<file path="src/rtl/processor_pkg.sv">
// Shared core definitions: word width, instruction width and fetch state encoding.
package processor_pkg;

  localparam int WORD_SIZE   = 32;
  localparam int INSTR_WIDTH = WORD_SIZE;

  // Fetch state encoding; ERROR sits apart from the normal sequence.
  localparam logic [2:0] FETCH_START = 3'd0;
  localparam logic [2:0] FETCH_REQ   = 3'd1;
  localparam logic [2:0] FETCH_WAIT  = 3'd2;
  localparam logic [2:0] FETCH_VALID = 3'd3;
  localparam logic [2:0] FETCH_ERROR = 3'd7;

  typedef enum logic [2:0] {
    S_START = FETCH_START,
    S_REQ   = FETCH_REQ,
    S_WAIT  = FETCH_WAIT,
    S_VALID = FETCH_VALID,
    S_ERROR = FETCH_ERROR
  } fetch_state_e;

endpackage

</file>
<file path="src/rtl/fetch_unit_if.sv">
// Fetch-stage bus: RAM read port, execute redirect and decode handshake.
interface fetch_unit_if #(
  parameter int WORD_SIZE  = 32,
  parameter int ADDR_WIDTH = 16
);
  logic [ADDR_WIDTH-1:0] mem_address;
  logic                  mem_rden;
  logic [WORD_SIZE-1:0]  mem_q;
  logic                  redirect_valid;
  logic [WORD_SIZE-1:0]  redirect_pc;
  logic                  instr_valid;
  logic                  instr_ready;
  logic [WORD_SIZE-1:0]  instr;
  logic [WORD_SIZE-1:0]  instr_pc;
  logic                  fetch_error;

  // Fetch unit side.
  modport master (
    output mem_address, mem_rden, instr_valid, instr, instr_pc, fetch_error,
    input  mem_q, redirect_valid, redirect_pc, instr_ready
  );

  // Memory / execute / decode side.
  modport slave (
    input  mem_address, mem_rden, instr_valid, instr, instr_pc, fetch_error,
    output mem_q, redirect_valid, redirect_pc, instr_ready
  );
endinterface

</file>
<file path="src/rtl/fetch_unit_pc.sv">
// Program counter with next-PC selection and fetch-address legality check.
module fetch_pc #(
  parameter int                   WORD_SIZE  = 32,
  parameter int                   ADDR_WIDTH = 16,
  parameter logic [WORD_SIZE-1:0] RESET_PC   = '0
) (
  input  logic                 clk,
  input  logic                 rst,
  input  logic                 i_redirect,
  input  logic [WORD_SIZE-1:0] i_redirect_pc,
  input  logic                 i_advance,
  output logic [WORD_SIZE-1:0] o_pc,
  output logic                 o_pc_bad
);

  logic [WORD_SIZE-1:0] r_pc;
  logic                 w_misaligned;
  logic                 w_out_of_range;

  // PC update: reset, then redirect, then sequential +4, otherwise hold.
  always_ff @(posedge clk) begin
    if (rst)
      r_pc <= RESET_PC;
    else if (i_redirect)
      r_pc <= i_redirect_pc;
    else if (i_advance)
      r_pc <= r_pc + WORD_SIZE'(4);
  end

  // Any bit above the RAM's byte-address span makes the PC unreachable.
  assign w_misaligned   = |r_pc[1:0];
  assign w_out_of_range = (r_pc >> (ADDR_WIDTH + 2)) != '0;

  assign o_pc     = r_pc;
  assign o_pc_bad = w_misaligned | w_out_of_range;

endmodule

</file>
<file path="src/rtl/fetch_unit.sv">
// Instruction fetch stage: sequences RAM reads and hands instructions to decode.
//
//  state | meaning
//  START | just out of reset, PC holds RESET_PC
//  REQ   | check PC, issue RAM read if legal
//  WAIT  | RAM data returning, capture it
//  VALID | instruction offered to decode
//  ERROR | illegal PC, halted until redirect
module fetch_unit #(
  parameter int                   WORD_SIZE  = processor_pkg::WORD_SIZE,
  parameter int                   ADDR_WIDTH = 16,
  parameter logic [WORD_SIZE-1:0] RESET_PC   = '0
) (
  input logic          clk,
  input logic          rst,
  fetch_unit_if.master bus
);

  processor_pkg::fetch_state_e r_state, w_next_state;

  logic [WORD_SIZE-1:0] w_pc;
  logic                 w_pc_bad;
  logic                 w_redirect;
  logic                 w_advance;
  logic                 w_capture;
  logic                 w_req_ok;
  logic [WORD_SIZE-1:0] r_instr;
  logic [WORD_SIZE-1:0] r_instr_pc;

  // Redirects are ignored in START so the reset PC always gets one fetch slot.
  assign w_redirect = bus.redirect_valid && (r_state != processor_pkg::S_START);

  fetch_pc #(
    .WORD_SIZE  (WORD_SIZE),
    .ADDR_WIDTH (ADDR_WIDTH),
    .RESET_PC   (RESET_PC)
  ) u_pc (
    .clk           (clk),
    .rst           (rst),
    .i_redirect    (w_redirect),
    .i_redirect_pc (bus.redirect_pc),
    .i_advance     (w_advance),
    .o_pc          (w_pc),
    .o_pc_bad      (w_pc_bad)
  );

  // Next-state decode; a redirect beats everything, including ready.
  always_comb begin
    w_next_state = r_state;
    w_advance    = 1'b0;
    w_capture    = 1'b0;
    unique case (r_state)
      processor_pkg::S_START: w_next_state = processor_pkg::S_REQ;
      processor_pkg::S_REQ: begin
        if (w_redirect)    w_next_state = processor_pkg::S_REQ;
        else if (w_pc_bad) w_next_state = processor_pkg::S_ERROR;
        else               w_next_state = processor_pkg::S_WAIT;
      end
      processor_pkg::S_WAIT: begin
        if (w_redirect) begin
          w_next_state = processor_pkg::S_REQ;
        end else begin
          w_next_state = processor_pkg::S_VALID;
          w_capture    = 1'b1;
        end
      end
      processor_pkg::S_VALID: begin
        if (w_redirect) begin
          w_next_state = processor_pkg::S_REQ;
        end else if (bus.instr_ready) begin
          w_next_state = processor_pkg::S_REQ;
          w_advance    = 1'b1;
        end
      end
      processor_pkg::S_ERROR: begin
        if (w_redirect) w_next_state = processor_pkg::S_REQ;
      end
      default: w_next_state = processor_pkg::S_START;
    endcase
  end

  // State register.
  always_ff @(posedge clk) begin
    if (rst) r_state <= processor_pkg::S_START;
    else     r_state <= w_next_state;
  end

  // Capture returned instruction and its PC; held while decode stalls.
  always_ff @(posedge clk) begin
    if (rst) begin
      r_instr    <= '0;
      r_instr_pc <= '0;
    end else if (w_capture) begin
      r_instr    <= bus.mem_q;
      r_instr_pc <= w_pc;
    end
  end

  // Address is forced to zero outside a legal request so it reads 0 after reset.
  assign w_req_ok        = (r_state == processor_pkg::S_REQ) && !w_pc_bad;
  assign bus.mem_rden    = w_req_ok;
  assign bus.mem_address = w_req_ok ? w_pc[ADDR_WIDTH+1:2] : '0;
  assign bus.instr_valid = (r_state == processor_pkg::S_VALID);
  assign bus.fetch_error = (r_state == processor_pkg::S_ERROR);
  assign bus.instr       = r_instr;
  assign bus.instr_pc    = r_instr_pc;

endmodule

</file>
<file path="src/flat_wrapper.sv">
// flat-port wrapper written by rule: the top's interface ports become plain ports
module fetch_unit_flat 
#(
  parameter int                   WORD_SIZE  = processor_pkg::WORD_SIZE,
  parameter int                   ADDR_WIDTH = 16,
  parameter logic [WORD_SIZE-1:0] RESET_PC   = '0
)
  (clk, rst, bus_mem_address, bus_mem_rden, bus_instr_valid, bus_instr, bus_instr_pc, bus_fetch_error, bus_mem_q, bus_redirect_valid, bus_redirect_pc, bus_instr_ready);
  fetch_unit_if #(.WORD_SIZE(WORD_SIZE), .ADDR_WIDTH(ADDR_WIDTH)) bus_i ();
  input logic clk;
  input logic rst;
  output wire logic [$bits(bus_i.mem_address)-1:0] bus_mem_address;
  output wire logic [$bits(bus_i.mem_rden)-1:0] bus_mem_rden;
  output wire logic [$bits(bus_i.instr_valid)-1:0] bus_instr_valid;
  output wire logic [$bits(bus_i.instr)-1:0] bus_instr;
  output wire logic [$bits(bus_i.instr_pc)-1:0] bus_instr_pc;
  output wire logic [$bits(bus_i.fetch_error)-1:0] bus_fetch_error;
  input wire logic [$bits(bus_i.mem_q)-1:0] bus_mem_q;
  input wire logic [$bits(bus_i.redirect_valid)-1:0] bus_redirect_valid;
  input wire logic [$bits(bus_i.redirect_pc)-1:0] bus_redirect_pc;
  input wire logic [$bits(bus_i.instr_ready)-1:0] bus_instr_ready;
  assign bus_mem_address = bus_i.mem_address;
  assign bus_mem_rden = bus_i.mem_rden;
  assign bus_instr_valid = bus_i.instr_valid;
  assign bus_instr = bus_i.instr;
  assign bus_instr_pc = bus_i.instr_pc;
  assign bus_fetch_error = bus_i.fetch_error;
  assign bus_i.mem_q = bus_mem_q;
  assign bus_i.redirect_valid = bus_redirect_valid;
  assign bus_i.redirect_pc = bus_redirect_pc;
  assign bus_i.instr_ready = bus_instr_ready;
  fetch_unit #(.WORD_SIZE(WORD_SIZE), .ADDR_WIDTH(ADDR_WIDTH), .RESET_PC(RESET_PC)) u_core (.clk(clk), .rst(rst), .bus(bus_i));
endmodule
</file>
<file path="config.mk">
export PLATFORM = sky130hd
export DESIGN_NAME = fetch_unit_flat
export DESIGN_NICKNAME = d
export VERILOG_FILES = /design/src/rtl/processor_pkg.sv /design/src/rtl/fetch_unit_if.sv /design/src/rtl/fetch_unit_pc.sv /design/src/rtl/fetch_unit.sv /design/src/flat_wrapper.sv
export SDC_FILE = /design/constraint.sdc
export NUM_CORES = 1
export LEC_CHECK = 0
export CAP_MARGIN = 20
export CORE_AREA = 2 2 102 104
export DETAILED_ROUTE_END_ITERATION = 8
export DIE_AREA = 0 0 104 106
export GPL_TIMING_DRIVEN = 0
export PLACE_DENSITY = 0.88
export SYNTH_ARGS = -nofsm -noshare
export SYNTH_HDL_FRONTEND = slang
export SYNTH_SLANG_ARGS = --single-unit
</file>
<file path="constraint.sdc">
create_clock -name clk -period 3.35 [get_ports clk]
set_input_delay 0.5025 -clock clk [delete_from_list [all_inputs] [get_ports clk]]
set_output_delay 0.5025 -clock clk [all_outputs]
set_load 0.05 [all_outputs]
</file>
==> qor.yml, run 1 <==
grt_pass1_wl_mm: 21.2
fp-row-count: 37
p_int_mw: 1.75
synth_top_area_share_pct: 45.6
holdCritPathClass: "flop to flop"
drt_pass1_iterations: 5
seq_area_frac_synth_pct: 45.6
synth_edf_count: 0
combPwrFrac_pct: 14.8
path_clk_slew_ns: 0.10
hold_viol: 0
critical_path_class: "flop to primary output"
io_pins: 151
end_kind: "primary output"
setup_ws_ns: 0.227
remaining_drc_errors: 0
synth.area.top_cells: "dfxtp_1 (46%), nand2_1 (13%), a21oi_1 (8.6%)"
wl_mm: 13.5
grt_overflow_total: 0
die_area_mm2: 0.0110
fin_crit_sh_pct: 93.2
final_nets: 781
yosysTopAreaCell: "dfxtp_1"
p_per_area_mw_per_mm2: 396
critical_path.cell_chain: "buf_2, nor4_1, and4_1, and3_1, clkbuf_2, dlygate4sd2_1"
total_power_mw: 2.46
yosysWarnings: 0
min_period_ns: 3.12
leakagePower_nw: 2.13
sw_frac_of_total_pct: 29.0
cpMaxStageDelayCell: "dlygate4sd2_1"
wire_per_inst_um: 15.9
fin_cells: 853
cp-startpoint: "u_core.u_pc.o_pc[19]$_SDFFE_PP0P_"
grt_max_degree: 19
cts_sinks: 99
synth.cell_area_mm2: 0.00434
seqPwrFrac_pct: 52.3
synth_common_cells: "nand2_1 (153), dfxtp_1 (99), a21oi_1 (75)"
viasPerCell: 5.38
area_delta_synth_final_pct: 43.0
postSynthAreaPerCell_um2: 7.84
slew_viol_final: 0
ys.flop_type: "dfxtp_1"
ys_async_sr_fraction_pct: 0
clkLatencyLatePin_ns: 0.37
synth_cell_type_count: 45
gp_congestion: 0.869
cts-root-buf: "clkbuf_8"
postRouteAntennaNets: 0
ir_worst_vdd_mv: 0.250
crit_fanout: 10
fin_hold_ws_ns: 0.461
finClkSkew_ns: 0.00807
setup_viol: 0
antenna_found_initial: 0
crit_required_ns: 2.85
grt_pass1_vias: 4436
synthesis.nets: 623
p_clk_share_pct: 33.0
die_h_um: 106
worst_slew_pin_slew_ns: 0.624
outcome: "complete, no violations"
max_freq_ghz: 0.320
ys_ff_latch: 99
portBuffers: 148
diodes: 0
dpl.cell_count: 838
p_sw_uw: 714
core_area_mm2: 0.0100
pre_cts_ws_ns: -0.0187
arrival_ns: 2.62
slowest_delay_ns: 0.55
final_layout_size_suffix_gt1_share_pct: 7.39
start_util_pct: 43.4
rsz0062_at_grt: "false"
rr_startpoint: "u_core.r_state[2]$_SDFFE_PP0P_"
cts_tree: "yes"
synthCells: 554
hold_start: "u_core.bus.instr_pc[5]$_SDFFE_PP0N_"
die_w_um: 104
cp-start-kind: "flop"
fin_tns_setup_ns: 0
ctsHtreeMaxLevel: 3
track_usage_pct: 23.6
max-slew-margin-rel_pct: 58.1
synth.most_common_cell: "nand2_1"
cts_buffers: 9
clk_path_buf_depth: 2
hpwl_mm: 9.84
cap_violations: 0
drt_iter0_markers: 294
route.vias.total: 4587
kinds of logic after synthesis:
kind of cell | Yosys count | synth area share [%]
compound gates | 119 | 16.7
buf+inv | 49 | 4.72
fa+ha+maj | 1 | 0.288
xor+xnor | 18 | 3.63
simple gates | 268 | 29.0
flops | 99 | 45.6
sequential cells by signal, indices dropped and copies added, names as in the netlist:
signal,flops
u_core.bus.instr,32
u_core.bus.instr_pc,32
u_core.u_pc.o_pc,32
u_core.r_state,3
what timing repair did:
| action | in CTS | in global routing |
|---|---|---|
| setup endpoints to repair | 17 | 17 |
| hold buffers | 0 | 0 |
| buffers inserted | 0 | 0 |
| resized for setup | 35 | 3 |
power by group through the flow:
stage	combinational, mW	clock, mW	sequential, mW
after global routing	0.392	0.868	1.29
final	0.364	0.812	1.29
after CTS	0.360	0.818	1.28
after global placement	0.350	0	1.31
after floorplan	0.177	0	1.32
after detailed placement	0.358	0	1.31
worst max-delay path, delay by kind of cell (launching register included):
family / cells / cell delay (ns)
and+or+nand+nor: 3 / 0.98
DFF: 1 / 0.31
buffers and inverters: 3 / 0.97
worst paths after layout:
kind / end / slack, ns / cells past startpoint
max reg2reg: u_core.u_pc.o_pc[18]$_SDFFE_PP0P_ / 1.22 / 5
min: u_core.bus.instr_pc[5]$_SDFFE_PP0N_ / 0.46 / 2
max: bus_mem_rden / 0.23 / 6
min reg2reg: u_core.bus.instr_pc[5]$_SDFFE_PP0N_ / 0.46 / 2
final cells by class:
| class | count | area [um2] |
|---|---|---|
| clock inverter | 7 | 86.3 |
| tap | 136 | 170 |
| buffer | 44 | 188 |
| fill | 871 | 3790 |
| timing repair buffer | 148 | 1480 |
| inverter | 4 | 15.0 |
| multi-input combinational | 406 | 2160 |
| sequential | 99 | 1980 |
| clock buffer | 9 | 124 |
per-layer routing:
layer / track usage (%) / up-vias / wire (um)
met5: 0 / - / 0
met1: 28.7 / 2140 / 5760
met3: 4.11 / 26 / 790
li1: - / 2223 / -
met2: 41.6 / 198 / 6660
met4: 9.56 / 0 / 325
placed cells by master, fill, tap and decap left out, types with 3 or more instances in the layout:
cell type | netlist | final
o211ai_1 | 5 | 5
nor4_1 | 7 | 6
xnor2_1 | 10 | 10
xor2_1 | 8 | 8
a21o_1 | 5 | 5
buf_1 | 6 | 6
clkinv_4 | 0 | 3
buf_2 | 12 | 12
dfxtp_1 | 99 | 99
a211oi_1 | 15 | 15
clkdlybuf4s50_1 | 0 | 131
and2_1 | 15 | 15
nor2_1 | 28 | 28
inv_1 | 4 | 4
o311ai_0 | 5 | 5
or3_1 | 3 | 3
clkdlybuf4s15_2 | 0 | 9
a21oi_1 | 75 | 75
clkbuf_8 | 0 | 9
nand3_1 | 19 | 19
nand2_1 | 153 | 153
clkbuf_2 | 2 | 3
dlygate4sd2_1 | 0 | 8
clkbuf_1 | 24 | 22
and4_1 | 4 | 4
nand4_1 | 15 | 15
and3_1 | 7 | 7
o31a_1 | 3 | 3
nor3_1 | 5 | 5
metrics by stage:
stage          util, %  cell area, um2
2_1_floorplan        -            4340
3_3_place_gp      59.9            5990
3_5_place_dp      59.9            5990
4_1_cts           62.1            6210
5_1_grt           62.1            6210
6_report          62.1            6210
(Power assumes the default switching activity.)
==> run 2: changes to the inputs <==
--- a/config.mk
+++ b/config.mk
@@ -6,11 +6,12 @@
 export NUM_CORES = 1
 export LEC_CHECK = 0
 export CAP_MARGIN = 20
-export CORE_AREA = 2 2 102 104
+export CORE_AREA = 5 5 127 129
 export DETAILED_ROUTE_END_ITERATION = 8
-export DIE_AREA = 0 0 104 106
+export DIE_AREA = 0 0 132 134
 export GPL_TIMING_DRIVEN = 0
-export PLACE_DENSITY = 0.88
+export PLACE_DENSITY = 0.66
+export REMOVE_ABC_BUFFERS = 1
 export SYNTH_ARGS = -nofsm -noshare
 export SYNTH_HDL_FRONTEND = slang
 export SYNTH_SLANG_ARGS = --single-unit
==> run 2 against run 1 <==
Compared with the run above: total power up 9.5%; combinational power shrank 8.5%; routed wire length shrank 1.8%; clock skew increased by 0.0019 ns; setup slack gained 0.010 ns; critical endpoint unchanged; highest routed layer unchanged.
==> qor.yml, run 2 (synthesized netlist as in run 1, its figures left out) <==
setup_ws_ns: 0.237  # +0.0101 ns
cts_resized: 2  # -94%
cp-endpoint: "bus_mem_rden"
viasPerCell: 4.77  # -11%
p_int_mw: 1.99  # +14%
postRouteAntennaNets: 0  # unchanged
crit_fanout: 17  # +7
holdCritPathClass: "flop to flop"
portBuffers: 150  # +1.4%
sw_frac_of_total_pct: 26.2  # -2.8 points
cap_violations: 0  # unchanged
cp-startpoint: "u_core.u_pc.o_pc[23]$_SDFFE_PP0P_"
diodes: 0  # unchanged
area_delta_synth_final_pct: 46.0
wl_mm: 13.3  # -1.8%
rsz0062_at_grt: "false"
final_common_cell: "nand2_1"
fp-row-count: 45  # +22%
min_period_ns: 3.11  # -0.0101 ns
io_pins: 151  # unchanged
drt_iter0_markers: 195  # -34%
combPwrFrac_pct: 12.3  # -2.5 points
gp_congestion: 0.804  # -7.4%
cts_buffers: 9  # unchanged
grt_pass1_wl_mm: 21.4  # +1.2%
path_clk_slew_ns: 0.07  # -0.03 ns
antenna_found_initial: 0  # unchanged
wire_per_inst_um: 15.3  # -3.4%
grt_overflow_total: 0  # unchanged
pre_cts_ws_ns: 0.176  # +0.195 ns
clkLatencyLatePin_ns: 0.35  # -0.02 ns
finClkSkew_ns: 0.0100  # +0.00193 ns
outcome: "complete, no violations"
track_usage_pct: 14.8  # -8.8 points
setup_viol: 0  # unchanged
ir_worst_vdd_mv: 0.198  # -21%
fin_cells: 867  # +1.6%
p_per_area_mw_per_mm2: 425  # +7.3%
cts_setup_buffers: 0  # unchanged
p_sw_uw: 707  # -0.91%
max_freq_ghz: 0.321  # +0.33%
seqPwrFrac_pct: 48.4  # -3.9 points
crit_required_ns: 2.85  # about the same
max-slew-margin-rel_pct: 46.5  # -12 points
r2r-end: "u_core.u_pc.o_pc[11]$_SDFFE_PP0P_"
cp-start-kind: "flop"
remaining_drc_errors: 0  # unchanged
fin_crit_sh_pct: 92.9  # -0.30 points
leakagePower_nw: 2.35  # +11%
ctsHtreeMaxLevel: 3  # unchanged
dpl.cell_count: 851  # +1.6%
drt_pass1_iterations: 4  # -1
postCtsHoldBufs: 0  # unchanged
critical_path_class: "flop to primary output"
start_util_pct: 29.1  # -14 points
hpwl_mm: 9.19  # -6.6%
hold_viol: 0  # unchanged
layout_common_cells: "nand2_1 (153), clkdlybuf4s50_1 (133), dfxtp_1 (99)"
cts_sinks: 99  # unchanged
rr_startpoint: "u_core.r_state[1]$_SDFFE_PP0P_"
die_w_um: 132  # +27%
die_h_um: 134  # +26%
ff2ff_setup_slack_ns: 0.81  # -0.41 ns
route.vias.total: 4132  # -9.9%
end_kind: "primary output"
slew_viol_final: 0  # unchanged
final_core_util_pct: 42.5  # -20 points
final_layout_size_suffix_gt1_share_pct: 5.01  # -2.4 points
worst_r2r_path_depth: 5  # unchanged
cts-root-buf: "clkbuf_16"
grt_pass1_vias: 4090  # -7.8%
worst_slew_pin_slew_ns: 0.802  # +0.179 ns
grt_max_degree: 65  # +46
core_area_mm2: 0.0149  # +49%
total_power_mw: 2.70  # +9.5%
arrival_ns: 2.61  # about the same
fin_tns_setup_ns: 0  # unchanged
cts_tree: "yes"
final_nets: 743  # -4.9%
die_area_mm2: 0.0177  # +60%
p_clk_share_pct: 39.2  # +6.2 points
clk_path_buf_depth: 2  # unchanged
run 2: cell count changes in the layout (fill, tap and decap cells not counted), sizes merged:
cell	delta
dlymetal6s2s	+15
buf	-14
clkdlybuf4s15	-9
clkdlybuf4s50	+2
clkinv	-2
clkinvlp	+1
clkbuf	-22
dlygate4sd2	-7
inv	-2
run 2: cell type report:
cell class	count	area (um2)
Fill cell	1508	8580
Multi-Input combinational cell	406	2180
Sequential cell	99	1980
Timing Repair Buffer	154	1630
Clock buffer	12	246
Tap cell	188	235
Clock inverter	4	50.0
Inverter	4	15.0
run 2: worst min-delay path by stage:
stage	cells after the start	slack, ns	end	start
4_1_cts	2	0.46	u_core.bus.instr[24]$_SDFFE_PP0N_	u_core.bus.instr[24]$_SDFFE_PP0N_
3_3_place_gp	2	0.44	u_core.bus.instr[27]$_SDFFE_PP0N_	u_core.bus.instr[27]$_SDFFE_PP0N_
3_5_place_dp	2	0.45	u_core.bus.instr_pc[5]$_SDFFE_PP0N_	u_core.bus.instr_pc[5]$_SDFFE_PP0N_
2_1_floorplan	2	0.44	u_core.bus.instr_pc[30]$_SDFFE_PP0N_	u_core.u_pc.o_pc[30]$_SDFFE_PP0P_
5_1_grt	2	0.47	u_core.bus.instr[20]$_SDFFE_PP0N_	u_core.bus.instr[20]$_SDFFE_PP0N_
6_report	2	0.45	u_core.bus.instr[24]$_SDFFE_PP0N_	u_core.bus.instr[24]$_SDFFE_PP0N_
run 2: power by group through the flow:
stage                     sequential [mW]  clock (mW)  combinational, mW
final                                1.31        1.06              0.333
after global placement               1.33           0              0.324
after detailed placement             1.33           0              0.336
after CTS                            1.30        1.10              0.337
after floorplan                      1.34           0              0.134
after global routing                 1.32        1.14              0.364
run 2: metrics by stage:
stage	area, um2	hold WS, ns
2_1_floorplan	4150	0.438
3_3_place_gp	5890	0.441
3_5_place_dp	6000	0.446
4_1_cts	6300	0.455
5_1_grt	6340	0.470
6_report	6340	0.452
run 2: critical path, stage by stage, from the launching register on:
cell and delay, ns:
dfxtp_1 0.38, nor4_1 0.31, and4_1 0.30, and3_2 0.39, clkdlybuf4s50_1 0.86
run 2: metal layers:
| layer | part of all wire (%) | GRT usage, % |
|---|---|---|
| met1 | 47 | 19.4 |
| met2 | 45 | 23.6 |
| met3 | 5.9 | 3.90 |
| met4 | 1.6 | 5.37 |
| met5 | 0 | 0 |
==> RTL edit, RTL diff (config.mk and constraints of run 1) <==
Put a register stage on the output `bus.fetch_error`, without a reset. The value now appears one clock later.
--- a/src/rtl/fetch_unit.sv
+++ b/src/rtl/fetch_unit.sv
@@ -102,5 +102,7 @@
   assign bus.mem_address = w_req_ok ? w_pc[ADDR_WIDTH+1:2] : '0;
   assign bus.instr_valid = (r_state == processor_pkg::S_VALID);
-  assign bus.fetch_error = (r_state == processor_pkg::S_ERROR);
+  always_ff @(posedge clk) begin
+    bus.fetch_error <= (r_state == processor_pkg::S_ERROR);
+  end
   assign bus.instr       = r_instr;
   assign bus.instr_pc    = r_instr_pc;
Check against the original RTL: not equivalent (Yosys sat finds a counterexample within 4 cycles, from zero or initial values and one cycle with rst high).
==> RTL edit against run 1 <==
  * Die area did not move
  * Setup slack worse by 0.011 ns
  * Synthesized area increased by 0.46%
  * Final cell count is 0.12% higher
  * Sequential cell count up 1
  * Final area rose by 0.54%
  * Total power grew 3.3%
  * Worst hold slack better by 0.0021 ns
  * Wire length shrank 2.7%
  * Largest cell class unchanged
  * Highest routed layer unchanged
==> RTL edit: results <==
[run_status]
status = finished clean

[worst_hold_path]
hold-path-endpoint = u_core.bus.instr[2]$_SDFFE_PP0N_
min_from = u_core.bus.instr[2]$_SDFFE_PP0N_
min_path_type = reg2reg

[power_and_ir_drop]
power_frac_comb = 0.142
p_int_mw = 1.83
leakage_nw = 2.14
pwr-share-clk = 0.348
peakVddDrop_uv = 256

[synth]
synth-compound-area-share = 0.167
synthXorXnorAreaFrac = 0.0361
syn-num-nets = 624
yosysSeqAreaShare = 0.459
synthTopCellsByCount = nand2_1 (153), dfxtp_1 (100), a21oi_1 (75)
syn_inst = 555
synth_fa_ha_area_frac = 0.00287
yosys_warnings = 0
synth_area_leaders = dfxtp_1 (46%), nand2_1 (13%), a21oi_1 (8.6%)

[final_layout]
fin_nets = 782
fillers = 885
stdcell_count = 854
drive_gt1_frac = 0.0738

[placement]
dpl.hpwl_mm = 9.85
globalplace.congestion = 0.883
pre_cts_ws_ns = -0.0781
placed_cells = 839
place_area_um2 = 6010

[worst_setup_path]
reg2reg_to = u_core.u_pc.o_pc[14]$_SDFFE_PP0P_
slowest_stage = dlygate4sd2_1
cp.arrival_ns = 2.63
setup.worst_path.start = u_core.u_pc.o_pc[31]$_SDFFE_PP0P_
reg2reg_slack_ns = 1.25

[timing]
fin_hold_ws_ns = 0.463
fin_crit_ns = 3.13
fin_worst_skew_ns = 0.00848
worstMarginPinSlew_ns = 0.611

[routing]
wl_per_cell_um = 15.4
vias = 4577
drt_iter0_markers = 370

[grt]
track_usage = 0.237
grt_pass1_vias = 4468
grt_max_degree = 19
grt_pass1_wl_mm = 21.4

[clocking]
postCtsResizedCells = 36
==> RTL edit: final cells by class <==
type / count / area, um2 / share of cell area
Clock inverter: 7 / 105 / 0.0168
Tap cell: 136 / 170 / 0.0273
Buffer: 44 / 188 / 0.0301
Clock buffer: 9 / 124 / 0.0198
Timing Repair Buffer: 148 / 1480 / 0.237
Multi-Input combinational cell: 406 / 2160 / 0.345
Inverter: 4 / 15.0 / 0.00240
Sequential cell: 100 / 2000 / 0.321
==> RTL edit: metal layers <==
metal	track usage	vias to the layer above	routed length [um]
met2	0.410	175	6470
li1	-	2217	-
met3	0.0380	27	848
met1	0.296	2158	5520
met4	0.0956	0	325
met5	0	-	0
==> RTL edit: stage by stage <==
stage / TNS [ns] / util
floorplan: 0 / -
global placement: 0 / 0.601
detailed placement: -0.467 / 0.601
CTS: 0 / 0.625
global route: 0 / 0.624
finish: 0 / 0.624
